### src/rtl/mod_counter_if.sv
// Control/status bundle for one mod_counter stage.
// With MOD_COUNTER_OVF_STICKY_EN defined, the bundle also carries the sticky ovf flag.
interface mod_counter_if #(
  parameter int unsigned WIDTH = 4
);
  logic             en;
  logic             start;
  logic             stop;
  logic             clear;
  logic             load;
  logic [WIDTH-1:0] load_val;
  logic             up_dn;
  logic             one_shot;
  logic [WIDTH-1:0] count;
  logic             carry;
  logic             busy;
  logic             done;
`ifdef MOD_COUNTER_OVF_STICKY_EN
  logic             ovf;

  modport master (
    output en, start, stop, clear, load, load_val, up_dn, one_shot,
    input  count, carry, busy, done, ovf
  );
  modport slave (
    input  en, start, stop, clear, load, load_val, up_dn, one_shot,
    output count, carry, busy, done, ovf
  );
`else
  modport master (
    output en, start, stop, clear, load, load_val, up_dn, one_shot,
    input  count, carry, busy, done
  );
  modport slave (
    input  en, start, stop, clear, load, load_val, up_dn, one_shot,
    output count, carry, busy, done
  );
`endif
endinterface

### src/rtl/mod_counter.sv
// Modulo-N up/down counter stage with IDLE/RUN/DONE run control and cascade carry.
// Optional sticky overflow flag enabled by defining MOD_COUNTER_OVF_STICKY_EN.
module mod_counter #(
  parameter int unsigned WIDTH   = 4,
  parameter int unsigned MODULUS = 10
) (
  input logic          clk,
  input logic          rst_n,
  mod_counter_if.slave bus
);

  localparam logic [WIDTH-1:0] MaxCnt = WIDTH'(MODULUS - 1);
  localparam logic [WIDTH:0]   ModExt = (WIDTH + 1)'(MODULUS);

  typedef enum logic [1:0] {StIdle, StRun, StDone} state_e;

  state_e           state_q, state_d;
  logic [WIDTH-1:0] count_q, count_d;
  logic [WIDTH-1:0] step_val;
  logic [WIDTH-1:0] load_clamped;
  logic [WIDTH-1:0] term_val;
  logic             carry;

  assign term_val     = bus.up_dn ? MaxCnt : '0;
  assign carry        = (state_q == StRun) && bus.en && (count_q == term_val);
  assign load_clamped = ({1'b0, bus.load_val} >= ModExt) ? MaxCnt : bus.load_val;

  always_comb begin
    state_d = state_q;
    count_d = count_q;
    if (bus.up_dn) begin
      step_val = (count_q == MaxCnt) ? '0 : count_q + 1'b1;
    end else begin
      step_val = (count_q == '0) ? MaxCnt : count_q - 1'b1;
    end

    // Priority: clear > load > stop > start > count.
    if (bus.clear) begin
      count_d = '0;
      state_d = StIdle;
    end else if (bus.load) begin
      count_d = load_clamped;
    end else if (bus.stop) begin
      if (state_q == StRun) begin
        state_d = StIdle;
      end
    end else if (bus.start && (state_q != StRun)) begin
      state_d = StRun;
    end else if ((state_q == StRun) && bus.en) begin
      count_d = step_val;
      if (bus.one_shot && carry) begin
        state_d = StDone;
      end
    end
  end

  always_ff @(posedge clk or negedge rst_n) begin
    if (!rst_n) begin
      state_q <= StIdle;
      count_q <= '0;
    end else begin
      state_q <= state_d;
      count_q <= count_d;
    end
  end

`ifdef MOD_COUNTER_OVF_STICKY_EN
  logic ovf_q;

  always_ff @(posedge clk or negedge rst_n) begin
    if (!rst_n) begin
      ovf_q <= 1'b0;
    end else if (bus.clear) begin
      ovf_q <= 1'b0;
    end else if (carry) begin
      ovf_q <= 1'b1;
    end
  end

  assign bus.ovf = ovf_q;
`endif

  assign bus.count = count_q;
  assign bus.carry = carry;
  assign bus.busy  = (state_q == StRun);
  assign bus.done  = (state_q == StDone);

endmodule

### src/flat_wrapper.sv
// flat-port wrapper written by rule: the top's interface ports become plain ports
module mod_counter_flat 
#(
  parameter int unsigned WIDTH   = 4,
  parameter int unsigned MODULUS = 10
)
  (clk, rst_n, bus_en, bus_start, bus_stop, bus_clear, bus_load, bus_load_val, bus_up_dn, bus_one_shot, bus_count, bus_carry, bus_busy, bus_done);
  mod_counter_if #(.WIDTH(WIDTH)) bus_i ();
  input logic clk;
  input logic rst_n;
  input wire logic [$bits(bus_i.en)-1:0] bus_en;
  input wire logic [$bits(bus_i.start)-1:0] bus_start;
  input wire logic [$bits(bus_i.stop)-1:0] bus_stop;
  input wire logic [$bits(bus_i.clear)-1:0] bus_clear;
  input wire logic [$bits(bus_i.load)-1:0] bus_load;
  input wire logic [$bits(bus_i.load_val)-1:0] bus_load_val;
  input wire logic [$bits(bus_i.up_dn)-1:0] bus_up_dn;
  input wire logic [$bits(bus_i.one_shot)-1:0] bus_one_shot;
  output wire logic [$bits(bus_i.count)-1:0] bus_count;
  output wire logic [$bits(bus_i.carry)-1:0] bus_carry;
  output wire logic [$bits(bus_i.busy)-1:0] bus_busy;
  output wire logic [$bits(bus_i.done)-1:0] bus_done;
  assign bus_i.en = bus_en;
  assign bus_i.start = bus_start;
  assign bus_i.stop = bus_stop;
  assign bus_i.clear = bus_clear;
  assign bus_i.load = bus_load;
  assign bus_i.load_val = bus_load_val;
  assign bus_i.up_dn = bus_up_dn;
  assign bus_i.one_shot = bus_one_shot;
  assign bus_count = bus_i.count;
  assign bus_carry = bus_i.carry;
  assign bus_busy = bus_i.busy;
  assign bus_done = bus_i.done;
  mod_counter #(.WIDTH(WIDTH), .MODULUS(MODULUS)) u_core (.clk(clk), .rst_n(rst_n), .bus(bus_i));
endmodule
### config.mk
export PLATFORM = sky130hd
export DESIGN_NAME = mod_counter_flat
export DESIGN_NICKNAME = d
export VERILOG_FILES = /design/src/rtl/mod_counter_if.sv /design/src/rtl/mod_counter.sv /design/src/flat_wrapper.sv
export SDC_FILE = /design/constraint.sdc
export NUM_CORES = 1
export LEC_CHECK = 0
export BUFFER_PORTS_ARGS = -buffer_cell sky130_fd_sc_hd__buf_4
export CORE_MARGIN = 4
export CORE_UTILIZATION = 44
export CTS_CLUSTER_SIZE = 16
export DETAILED_ROUTE_END_ITERATION = 7
export GPL_ROUTABILITY_DRIVEN = 0
export HOLD_SLACK_MARGIN = 0.02
export PLACE_DENSITY = 0.73
export SYNTH_ARGS = -nofsm -noshare
export SYNTH_HDL_FRONTEND = slang
export SYNTH_SLANG_ARGS = --single-unit
export TNS_END_PERCENT = 5
### constraint.sdc
create_clock -name clk -period 1.6 [get_ports clk]
set_input_delay 0.08 -clock clk [delete_from_list [all_inputs] [get_ports clk]]
set_output_delay 0.08 -clock clk [all_outputs]
set_load 0.01 [all_outputs]
==> reports/results.txt <==
DR WL/cell = 16.7 um
CTS tree = yes
pwr dens = 659 mW/mm2
WL met3 = 101 um
via density per instance = 6.01
Crit. End Element = register
pin count of the biggest net entering global routing = 12
Max FO, Critical Path = 9
H-tree Lvls = 1
WS Path Type = register to register
post-synth net total = 92
Area contributors post-synth = dfrtp_1 22%, ha_1 7.5%, buf_6 5.0%, inv_1 4.5%, a2111oi_4 4.1%
list of most frequent post-synthesis cells = 8 x inv_1, 6 x dfrtp_1, 5 x nand3_1
Clock Skews = 0.00236 ns
unrepaired setup endpoints after global routing = yes
Max-slew headroom = 0.750
Initial Util = 0.490
final wirelength = 2020 um
clk sink count = 6
clock tree buffer depth = 2
Final Max Slew Viols = 0
setup ws final = -0.0601 ns
Synth cell types = 37
first-pass GRT wire length = 3190 um
ratio of cells with drive above 1 in the final layout = 0.443
ys async rst share = 1.00
storage element area = 150 um2
status = complete, but fails checks
Crit path arrival time = 1.79 ns
DRT antenna net count = 0
DIE WIDTH = 47.0 um
met2 WL = 1010 um
worst slack, placed = -0.147 ns
Die Y = 47.0 um
VDD IR max = 0.000333 V
Die Footprint = 0.00221 mm2
failing checks = negative setup slack
Synth area leader = dfrtp_1
# setup viols final = 4
worst min path class = input pin to register
Synth top area share = 0.224
dpl hpwl = 1510 um
clock insertion delay at the later pin of the skew report = 0.25 ns
Post-Syn Area per Cell = 8.93 um2
number of synthesis warnings = 0
Synth Instances = 75
Filler Cell Count = 112
fin util = 0.703
core area = 0.00137 mm2
top-count cell post-synth = inv_1
Initial DRC Count = 11
Root Buffer = clkbuf_4
Lkg Pwr = 0.458 nW
final worst path period need = 1.66 ns
1st-pass router iterations = 4
synthesized cell area = 669 um2
clk slew on worst S/H paths = 0.05 ns
Antenna Cells = 0
fin crit share = 1.04
via total after detailed routing = 727
Synth Flop Type = dfrtp_1
gr ovfl total = 0
M1 WL = 884 um
total power = 634 uW
cts bufs inserted = 3
max_cap viols = 0
Startpoint Class = register
multi-input logic area = 482 um2
#FFs+latches synth = 6
measured slew at the worst slew-check pin = 0.375 ns
Total GRT Usage = 0.205
area delta synth->final = 43.6%
initial antenna violation count = 0
vias in the first global route = 730
post-synthesis sequential area ratio = 0.224
floorplan row count = 13
TNS Setup = -0.139 ns
DR top layer = met4
Max Freq = 602 MHz
number of synthesized flops with an enable pin = 0
DRC viols = 0
worst endpoint required time = 1.73 ns
I/O Pins = 20
Final Hold Fails = 0
Post-Route Hold Slack = 0.165 ns
layout net count = 125
Port Buffers = 19
-- cell type report --
type | instances | area share
Sequential cell | 6 | 0.156
Inverter | 8 | 0.0312
Clock buffer | 3 | 0.0234
Timing Repair Buffer | 33 | 0.268
Multi-Input combinational cell | 56 | 0.501
Tap cell | 15 | 0.0195
-- report_power, final --
| part | switching, mW | total, mW | leakage, nW | internal, mW |
|---|---|---|---|---|
| Sequential | 0.0137 | 0.178 | 0.0789 | 0.164 |
| Clock | 0.0660 | 0.152 | 0.0138 | 0.0856 |
| Combinational | 0.150 | 0.304 | 0.365 | 0.154 |
-- per-layer routing --
metal | up-vias | global-route usage
met5 | - | 0
met3 | 2 | 0.0153
met1 | 357 | 0.270
met2 | 25 | 0.339
met4 | 0 | 0.0939
li1 | 343 | -
-- through the flow --
stage               area [um2]  std cells
CTS                        891        118
detailed placement         845        114
global placement           845        114
finish                     961        121
floorplan                  669         75
global route               961        121
-- sequential cells by signal, indices dropped and copies added, names as in the netlist --
signal	cells
u_core.state_q	2
u_core.bus.count	4
-- worst max-delay path: stages, from the launching register on --
cell      delay [ns]
dfrtp_1         0.38
buf_4           0.19
ha_1            0.23
nor2b_1         0.22
nand2_1         0.11
a311oi_1        0.27
o22ai_1         0.12
-- kinds of logic (layout without fill, tap and decap cells) --
kind of cell | Yosys count | count (layout) | synth area share
compound gates | 26 | 26 | 0.314
simple gates | 23 | 23 | 0.204
buf+inv | 13 | 44 | 0.136
flops | 6 | 6 | 0.224
fa+ha+maj | 4 | 4 | 0.0748
mux | 3 | 3 | 0.0467
-- layout by cell type (no fill, tap or decap), types with 3 or more instances in the layout --
cell	n
nand2_1	3
inv_1	6
nor2b_1	3
o21ai_1	3
nor2_1	4
dfrtp_1	6
a21oi_1	3
buf_4	30
clkbuf_4	3
nand3_1	4
-- path summary, 6_finish.rpt --
path / start / endpoint / slack (ns) / cells past startpoint
min reg2reg: u_core.state_q[1] / u_core.state_q[1] / 0.65 / 2
max: u_core.bus.count[0] / u_core.bus.count[1] / -0.06 / 6
max reg2reg: u_core.bus.count[0] / u_core.bus.count[1] / -0.06 / 6
min: bus_load_val[3] / u_core.bus.count[3] / 0.16 / 3
max in group asynchronous: rst_n / u_core.state_q[1] / 1.31 / 2
min in group asynchronous: rst_n / u_core.bus.count[0] / 0.17 / 2
-- timing repair --
| item | CTS | global route |
|---|---|---|
| hold buffers | 1 | 0 |
| buffers inserted | 0 | 3 |
| endpoints found under the hold margin | 6 | 0 |
| resized for setup | 4 | 11 |
| pin swaps | 1 | 6 |
| endpoints found under the setup margin | 4 | 7 |
Power figures use the tool's default switching activity.
